==> src/rtl/instr_word_encoder_if.sv <==
// Request channel into the instruction encoder: a valid/ready handshake
// carrying one field-level instruction description per transfer.
interface instr_word_encoder_if;
  logic        in_valid;
  logic        in_ready;
  logic [2:0]  op_class;
  logic [2:0]  func3;
  logic        alt;
  logic [4:0]  rd;
  logic [4:0]  rs1;
  logic [4:0]  rs2;
  logic [31:0] imm;

  modport master (
    output in_valid, op_class, func3, alt, rd, rs1, rs2, imm,
    input  in_ready
  );

  modport slave (
    input  in_valid, op_class, func3, alt, rd, rs1, rs2, imm,
    output in_ready
  );
endinterface

==> src/rtl/instr_word_encoder.sv <==
// Field-level RISC-V instruction encoder and sequential program loader.
// Legal requests are packed into 32-bit words and written to consecutive
// instruction-memory locations. Illegal requests set a sticky err flag and
// are dropped.
module instr_word_encoder #(
  parameter  int DEPTH  = 64,
  parameter  int ADDR_W = 32,
  localparam int CNT_W  = $clog2(DEPTH + 1)
) (
  input  logic                  clk,
  input  logic                  rst_n,
  input  logic                  start,
  instr_word_encoder_if.slave   req,
  output logic                  mem_we,
  output logic [ADDR_W-1:0]     mem_addr,
  output logic [31:0]           mem_wdata,
  output logic [CNT_W-1:0]      count,
  output logic                  full,
  output logic                  err
);

  localparam logic [2:0] C_R = 3'd0, C_IMM = 3'd1, C_LW = 3'd2, C_SW = 3'd3,
                         C_BR = 3'd4, C_JAL = 3'd5, C_JALR = 3'd6, C_LUI = 3'd7;

  localparam logic [6:0] OP_R = 7'b0110011, OP_IMM = 7'b0010011,
                         OP_LW = 7'b0000011, OP_SW = 7'b0100011,
                         OP_BR = 7'b1100011, OP_JAL = 7'b1101111,
                         OP_JALR = 7'b1100111, OP_LUI = 7'b0110111;

  typedef enum logic [1:0] {S_IDLE, S_WRITE, S_FULL} state_t;

  state_t state, state_nxt;

  logic [31:0] word;
  logic        illegal;
  logic        accept;
  logic        alu_f3_ok, br_f3_ok, i_rng_ok, b_rng_ok, j_rng_ok;

  // start wins over a same-cycle request, so in_ready is already low then
  assign accept = req.in_valid & req.in_ready;

  // Immediate range checks: the upper bits must be a pure sign extension
  assign i_rng_ok  = (&req.imm[31:11]) | ~(|req.imm[31:11]);
  assign b_rng_ok  = ((&req.imm[31:12]) | ~(|req.imm[31:12])) & ~req.imm[0];
  assign j_rng_ok  = ((&req.imm[31:20]) | ~(|req.imm[31:20])) & ~req.imm[0];
  // Shift func3 values (1, 5) are not executed by the core's ALU decode
  assign alu_f3_ok = (req.func3 != 3'd1) && (req.func3 != 3'd5);
  assign br_f3_ok  = (req.func3 == 3'd0) || (req.func3 == 3'd1) ||
                     (req.func3 == 3'd4) || (req.func3 == 3'd5);

  // Pack the request into its machine word and flag anything the core can't run
  always_comb begin
    word    = 32'h0;
    illegal = 1'b0;
    case (req.op_class)
      C_R: begin
        word    = {req.alt ? 7'b0100000 : 7'b0000000, req.rs2, req.rs1,
                   req.func3, req.rd, OP_R};
        illegal = !alu_f3_ok || (req.alt && req.func3 != 3'd0);
      end
      C_IMM: begin
        word    = {req.imm[11:0], req.rs1, req.func3, req.rd, OP_IMM};
        illegal = !alu_f3_ok || req.alt || !i_rng_ok;
      end
      C_LW: begin
        word    = {req.imm[11:0], req.rs1, 3'b010, req.rd, OP_LW};
        illegal = !i_rng_ok;
      end
      C_SW: begin
        word    = {req.imm[11:5], req.rs2, req.rs1, 3'b010, req.imm[4:0], OP_SW};
        illegal = !i_rng_ok;
      end
      C_BR: begin
        word    = {req.imm[12], req.imm[10:5], req.rs2, req.rs1, req.func3,
                   req.imm[4:1], req.imm[11], OP_BR};
        illegal = !br_f3_ok || !b_rng_ok;
      end
      C_JAL: begin
        word    = {req.imm[20], req.imm[10:1], req.imm[11], req.imm[19:12],
                   req.rd, OP_JAL};
        illegal = !j_rng_ok;
      end
      C_JALR: begin
        word    = {req.imm[11:0], req.rs1, 3'b000, req.rd, OP_JALR};
        illegal = !i_rng_ok;
      end
      C_LUI: begin
        word    = {req.imm[31:12], req.rd, OP_LUI};
        illegal = (req.imm[11:0] != 12'h0);
      end
      default: begin
        word    = 32'h0;
        illegal = 1'b1;
      end
    endcase
  end

  // State register
  always_ff @(posedge clk or negedge rst_n) begin
    if (!rst_n) state <= S_IDLE;
    else        state <= state_nxt;
  end

  // Next-state: one write per accepted legal word, park in FULL at DEPTH
  always_comb begin
    state_nxt = state;
    if (start) begin
      state_nxt = S_IDLE;
    end else begin
      case (state)
        S_IDLE:  if (accept && !illegal) state_nxt = S_WRITE;
        S_WRITE: state_nxt = (count == CNT_W'(DEPTH - 1)) ? S_FULL : S_IDLE;
        S_FULL:  state_nxt = S_FULL;
        default: state_nxt = S_IDLE;
      endcase
    end
  end

  // Outputs decoded from state; start suppresses both the accept and the write
  always_comb begin
    req.in_ready = 1'b0;
    mem_we       = 1'b0;
    full         = 1'b0;
    case (state)
      S_IDLE:  req.in_ready = !start;
      S_WRITE: mem_we       = !start;
      S_FULL:  full         = 1'b1;
      default: ;
    endcase
  end

  // Datapath: captured word, write address, word count and sticky error
  always_ff @(posedge clk or negedge rst_n) begin
    if (!rst_n) begin
      mem_addr  <= '0;
      mem_wdata <= '0;
      count     <= '0;
      err       <= 1'b0;
    end else if (start) begin
      mem_addr  <= '0;
      count     <= '0;
      err       <= 1'b0;
    end else begin
      if (accept && illegal)  err       <= 1'b1;
      if (accept && !illegal) mem_wdata <= word;
      if (state == S_WRITE) begin
        mem_addr <= mem_addr + ADDR_W'(4);
        count    <= count + CNT_W'(1);
      end
    end
  end

endmodule

==> src/flat_wrapper.sv <==
// flat-port wrapper written by rule: the top's interface ports become plain ports
module instr_word_encoder_flat 
#(
  parameter  int DEPTH  = 64,
  parameter  int ADDR_W = 32,
  localparam int CNT_W  = $clog2(DEPTH + 1)
)
  (clk, rst_n, start, mem_we, mem_addr, mem_wdata, count, full, err, req_in_valid, req_op_class, req_func3, req_alt, req_rd, req_rs1, req_rs2, req_imm, req_in_ready);
  instr_word_encoder_if req_i ();
  input  logic clk;
  input  logic rst_n;
  input  logic start;
  output logic mem_we;
  output logic [ADDR_W-1:0] mem_addr;
  output logic [31:0] mem_wdata;
  output logic [CNT_W-1:0] count;
  output logic full;
  output logic err;
  input wire logic [$bits(req_i.in_valid)-1:0] req_in_valid;
  input wire logic [$bits(req_i.op_class)-1:0] req_op_class;
  input wire logic [$bits(req_i.func3)-1:0] req_func3;
  input wire logic [$bits(req_i.alt)-1:0] req_alt;
  input wire logic [$bits(req_i.rd)-1:0] req_rd;
  input wire logic [$bits(req_i.rs1)-1:0] req_rs1;
  input wire logic [$bits(req_i.rs2)-1:0] req_rs2;
  input wire logic [$bits(req_i.imm)-1:0] req_imm;
  output wire logic [$bits(req_i.in_ready)-1:0] req_in_ready;
  assign req_i.in_valid = req_in_valid;
  assign req_i.op_class = req_op_class;
  assign req_i.func3 = req_func3;
  assign req_i.alt = req_alt;
  assign req_i.rd = req_rd;
  assign req_i.rs1 = req_rs1;
  assign req_i.rs2 = req_rs2;
  assign req_i.imm = req_imm;
  assign req_in_ready = req_i.in_ready;
  instr_word_encoder #(.DEPTH(DEPTH), .ADDR_W(ADDR_W)) u_core (.clk(clk), .rst_n(rst_n), .start(start), .req(req_i), .mem_we(mem_we), .mem_addr(mem_addr), .mem_wdata(mem_wdata), .count(count), .full(full), .err(err));
endmodule
==> config.mk <==
export PLATFORM = sky130hd
export DESIGN_NAME = instr_word_encoder_flat
export DESIGN_NICKNAME = d
export VERILOG_FILES = /design/src/rtl/instr_word_encoder_if.sv /design/src/rtl/instr_word_encoder.sv /design/src/flat_wrapper.sv
export SDC_FILE = /design/constraint.sdc
export NUM_CORES = 1
export LEC_CHECK = 0
export CAP_MARGIN = 20
export CORE_UTILIZATION = 47
export CTS_CLUSTER_DIAMETER = 50
export CTS_CLUSTER_SIZE = 8
export DETAILED_ROUTE_END_ITERATION = 6
export GPL_TIMING_DRIVEN = 0
export PLACE_DENSITY_LB_ADDON = 0.15
export SLEW_MARGIN = 20
export SYNTH_ARGS = -nofsm -noshare
export SYNTH_HDL_FRONTEND = slang
export SYNTH_SLANG_ARGS = --single-unit
==> constraint.sdc <==
create_clock -name clk -period 2.1 [get_ports clk]
set_clock_uncertainty 0.1 [all_clocks]
set_input_delay 0.63 -clock clk [delete_from_list [all_inputs] [get_ports clk]]
set_output_delay 0.63 -clock clk [all_outputs]
set_load 0.01 [all_outputs]
==> impl_metrics.yaml <==
logic_synthesis:
  postSynthRegisterBits: 71
  syn-cell-area_um2: 4060
  async_reset_ff_share_pct: 100
  post_synth_inst_count: 420
  synth-seq-area-share_pct: 43.8
  dominantRegCellSynth: "sky130_fd_sc_hd__dfrtp_1"
  number_of_enable_flip_flop_cells_after_synthesis: 0
  synth.distinct_cells: 50
  synth_area_per_cell_um2: 9.67
  ys_warn_count: 0
clocking:
  cts.htree.levels: 3
  clock_input_transition_at_the_sequential_cells_of_the_worst_setup_and_hold_paths_ns: 0.08
  tritoncts.num_buffers: 9
  clockRootBuffer: "sky130_fd_sc_hd__clkbuf_8"
  cts_tree: "yes"
  cts_hold_buffers: 0
  clock-sinks: 71
  insertion_delay_ns: 0.36
  cts-root-to-sink-buffers: 2
worst_setup_path:
  r2r_slack_ns: -0.04
  critPathLaunch: "req_func3[1]"
  timing.critical_path.fanout_max: 5
  reg2reg_depth: 6
  worst_reg2reg_path_endpoint: "u_core.mem_wdata[23]"
  critPathRequiredTime_ns: 2.24
  end_kind: "register"
  setup.worst_path.class: "input pin to register"
  critical_path.endpoint: "u_core.mem_wdata[23]"
  worstPathArrival_ns: 2.44
  launching_element_type_of_the_critical_path: "input pin"
  r2r_start: "u_core.state[1]"
route:
  routed_wire_length_per_instance_um: 17.6
  routed-via-count: 4005
  detailedRoute.firstIterationViolations: 246
  post-route-drc-count: 0
  wirelength_um: 12600
  routed_via_density: 5.62
  firstDrtPassIters: 5
  antenna_violating_nets_left: 0
final_layout:
  layoutNonFillerInstCount: 713
  final_cell_area_um2: 6410
  nNetsFinal: 663
  area_growth_pct: 57.9
  n_fill_cell: 527
  final_util_pct: 77.3
  antenna-diode-count: 0
  drive_above_1_share_pct: 28.0
place:
  dpl.cell_count: 656
  detailed_place_hpwl_um: 8160
  port_buffers: 129
  place_congestion: 0.853
  placed_cell_area_um2: 5550
timing:
  layout_min_cycle_time_ns: 2.30
  hold_ws_ns: 0.0342
  max_freq_ghz: 0.435
  rsz0062_at_grt: "yes"
  post-route-worst-setup-slack_ns: -0.198
  timing.final.hold_violations: 0
  total_neg_setup_slack_ns: -4.80
  slew_headroom_pct: 64.3
  ratio_of_final_minimum_period_to_clock_period_pct: 109
  maxSlewViolCount: 0
  setup_violations: 34
  timing_worst_slew_pin_value_ns: 0.536
outcome:
  outcome: "complete, but fails checks"
  violations_in_the_final_reports: "setup timing"
global_routing:
  largest_net_degree_at_the_start_of_global_routing: 58
  grt_first_pass_wirelength_um: 18600
  first_global_vias: 3769
  global_route.usage.total_pct: 27.3
  grt.overflow.total: 0
  grt_antenna_before_repair: 0
floorplanning:
  die_area_um2: 9010
  core_region_area_um2: 8300
  floorplan.io_pins: 133
  floorplan.die.height_um: 94.9
  die_w_um: 94.9
  rows: 33
  initial_utilization_pct: 48.9
power:
  vdd.ir_drop.worst_v: 0.000463
  power.leakage_nw: 2.87
  power_density_nw_per_um2: 681
hold_path:
  hold_class: "input pin to async pin"
flow_run:
  max_capacitance_violation_count: 0
routing by layer:
metal | global-route usage [%] | share of wire, %
met3 | 6.68 | 6.3
met2 | 43.9 | 48
met1 | 34.5 | 42
met5 | 0 | 0
met4 | 12.5 | 4.4
registers in the layout (all words and copies together), names as in the netlist:
name / cells
u_core.state: 2
u_core.count: 7
u_core.err: 1
u_core.mem_wdata: 31
u_core.mem_addr: 30
worst max-delay path: stages:
cell and delay (ns):
sky130_fd_sc_hd__dlygate4sd2_1 0.28, sky130_fd_sc_hd__o31ai_1 0.25, sky130_fd_sc_hd__a221o_1 0.23, sky130_fd_sc_hd__o311ai_4 0.12, sky130_fd_sc_hd__nor4_4 0.26, sky130_fd_sc_hd__buf_6 0.20, sky130_fd_sc_hd__buf_8 0.15, sky130_fd_sc_hd__mux2_4 0.30
worst min-delay path by stage:
stage | start | to | slack, ns | cells past startpoint
5_1_grt | rst_n | u_core.mem_wdata[1] | 0.04 | 1
3_3_place_gp | u_core.err | u_core.err | 0.38 | 1
4_1_cts | rst_n | u_core.mem_wdata[1] | 0.03 | 1
2_1_floorplan | rst_n | u_core.count[0] | 0.23 | 0
3_5_place_dp | u_core.mem_wdata[1] | u_core.mem_wdata[1] | 0.38 | 1
6_report | rst_n | u_core.mem_wdata[1] | 0.03 | 1
through the flow:
stage               power (mW)  setup slack [ns]
global route              4.53            -0.240
detailed placement        2.91             -1.25
floorplan                 2.23            -0.358
CTS                       4.36            -0.143
global placement          2.89             -2.09
finish                    4.37            -0.198
cell usage after synthesis, types with 6 or more instances:
library cell	count	area [µm²]
sky130_fd_sc_hd__xnor2_1	15	131
sky130_fd_sc_hd__nor4_1	7	43.8
sky130_fd_sc_hd__o21ai_0	22	110
sky130_fd_sc_hd__nand3_1	13	65.1
sky130_fd_sc_hd__dfrtp_1	71	1780
sky130_fd_sc_hd__nor3_1	6	30.0
sky130_fd_sc_hd__nand2_1	41	154
sky130_fd_sc_hd__xor2_1	17	149
sky130_fd_sc_hd__mux2i_1	14	140
sky130_fd_sc_hd__clkbuf_1	9	33.8
sky130_fd_sc_hd__o22ai_1	10	62.6
sky130_fd_sc_hd__mux2_4	25	375
sky130_fd_sc_hd__nand4_1	14	87.6
sky130_fd_sc_hd__nor2_1	56	210
sky130_fd_sc_hd__a21oi_1	21	105
sky130_fd_sc_hd__inv_1	10	37.5
report_power, final:
part / internal, mW / switching, mW
Combinational: 0.779 / 0.495
Sequential: 1.57 / 0.126
Clock: 0.828 / 0.573
repair_timing:
action / in CTS / in global routing
gates cloned: 2 / 0
setup buffers: 13 / 27
setup endpoints to repair: 49 / 63
pin swaps: 25 / 8
resized for setup: 217 / 19
endpoints found under the hold margin: 0 / 0
cell families (layout without fill, tap and decap cells):
family          Yosys count  count (layout)  share of synthesized area [%]
fa+ha+maj                 2               2                          0.616
mux                      42              42                           13.5
buf+inv                  33             220                           4.07
other cells               1               2                         0.0924
xor+xnor                 32              32                           6.90
compound gates           70              70                           10.4
flops                    71              71                           43.8
simple gates            169             169                           20.6
cell usage in the layout (no fill, tap or decap), types with 6 or more instances in the layout:
cell type,instances
sky130_fd_sc_hd__a21oi_1,20
sky130_fd_sc_hd__buf_2,9
sky130_fd_sc_hd__buf_4,41
sky130_fd_sc_hd__buf_6,21
sky130_fd_sc_hd__clkbuf_1,9
sky130_fd_sc_hd__clkbuf_8,10
sky130_fd_sc_hd__clkdlybuf4s50_1,80
sky130_fd_sc_hd__dfrtp_1,66
sky130_fd_sc_hd__dlygate4sd2_1,10
sky130_fd_sc_hd__dlymetal6s2s_1,6
sky130_fd_sc_hd__inv_1,10
sky130_fd_sc_hd__mux2_4,27
sky130_fd_sc_hd__mux2i_1,14
sky130_fd_sc_hd__nand2_1,37
sky130_fd_sc_hd__nand3_1,11
sky130_fd_sc_hd__nand4_1,14
sky130_fd_sc_hd__nor2_1,52
sky130_fd_sc_hd__nor4_4,7
sky130_fd_sc_hd__o21ai_0,21
sky130_fd_sc_hd__o22ai_1,10
sky130_fd_sc_hd__xnor2_1,15
sky130_fd_sc_hd__xor2_1,17
area by class of cell:
cell class                 count  area (µm²)  area share (%)
multi-input combinational    317        2400            37.4
sequential                    71        1780            27.8
timing repair buffer         171        1650            25.7
buffer                        23         164            2.56
clock buffer                  10         138            2.15
tap                          105         131            2.05
clock inverter                 6         115            1.80
inverter                      10        37.5           0.585
Note: power is estimated with default switching activity, not from simulation.
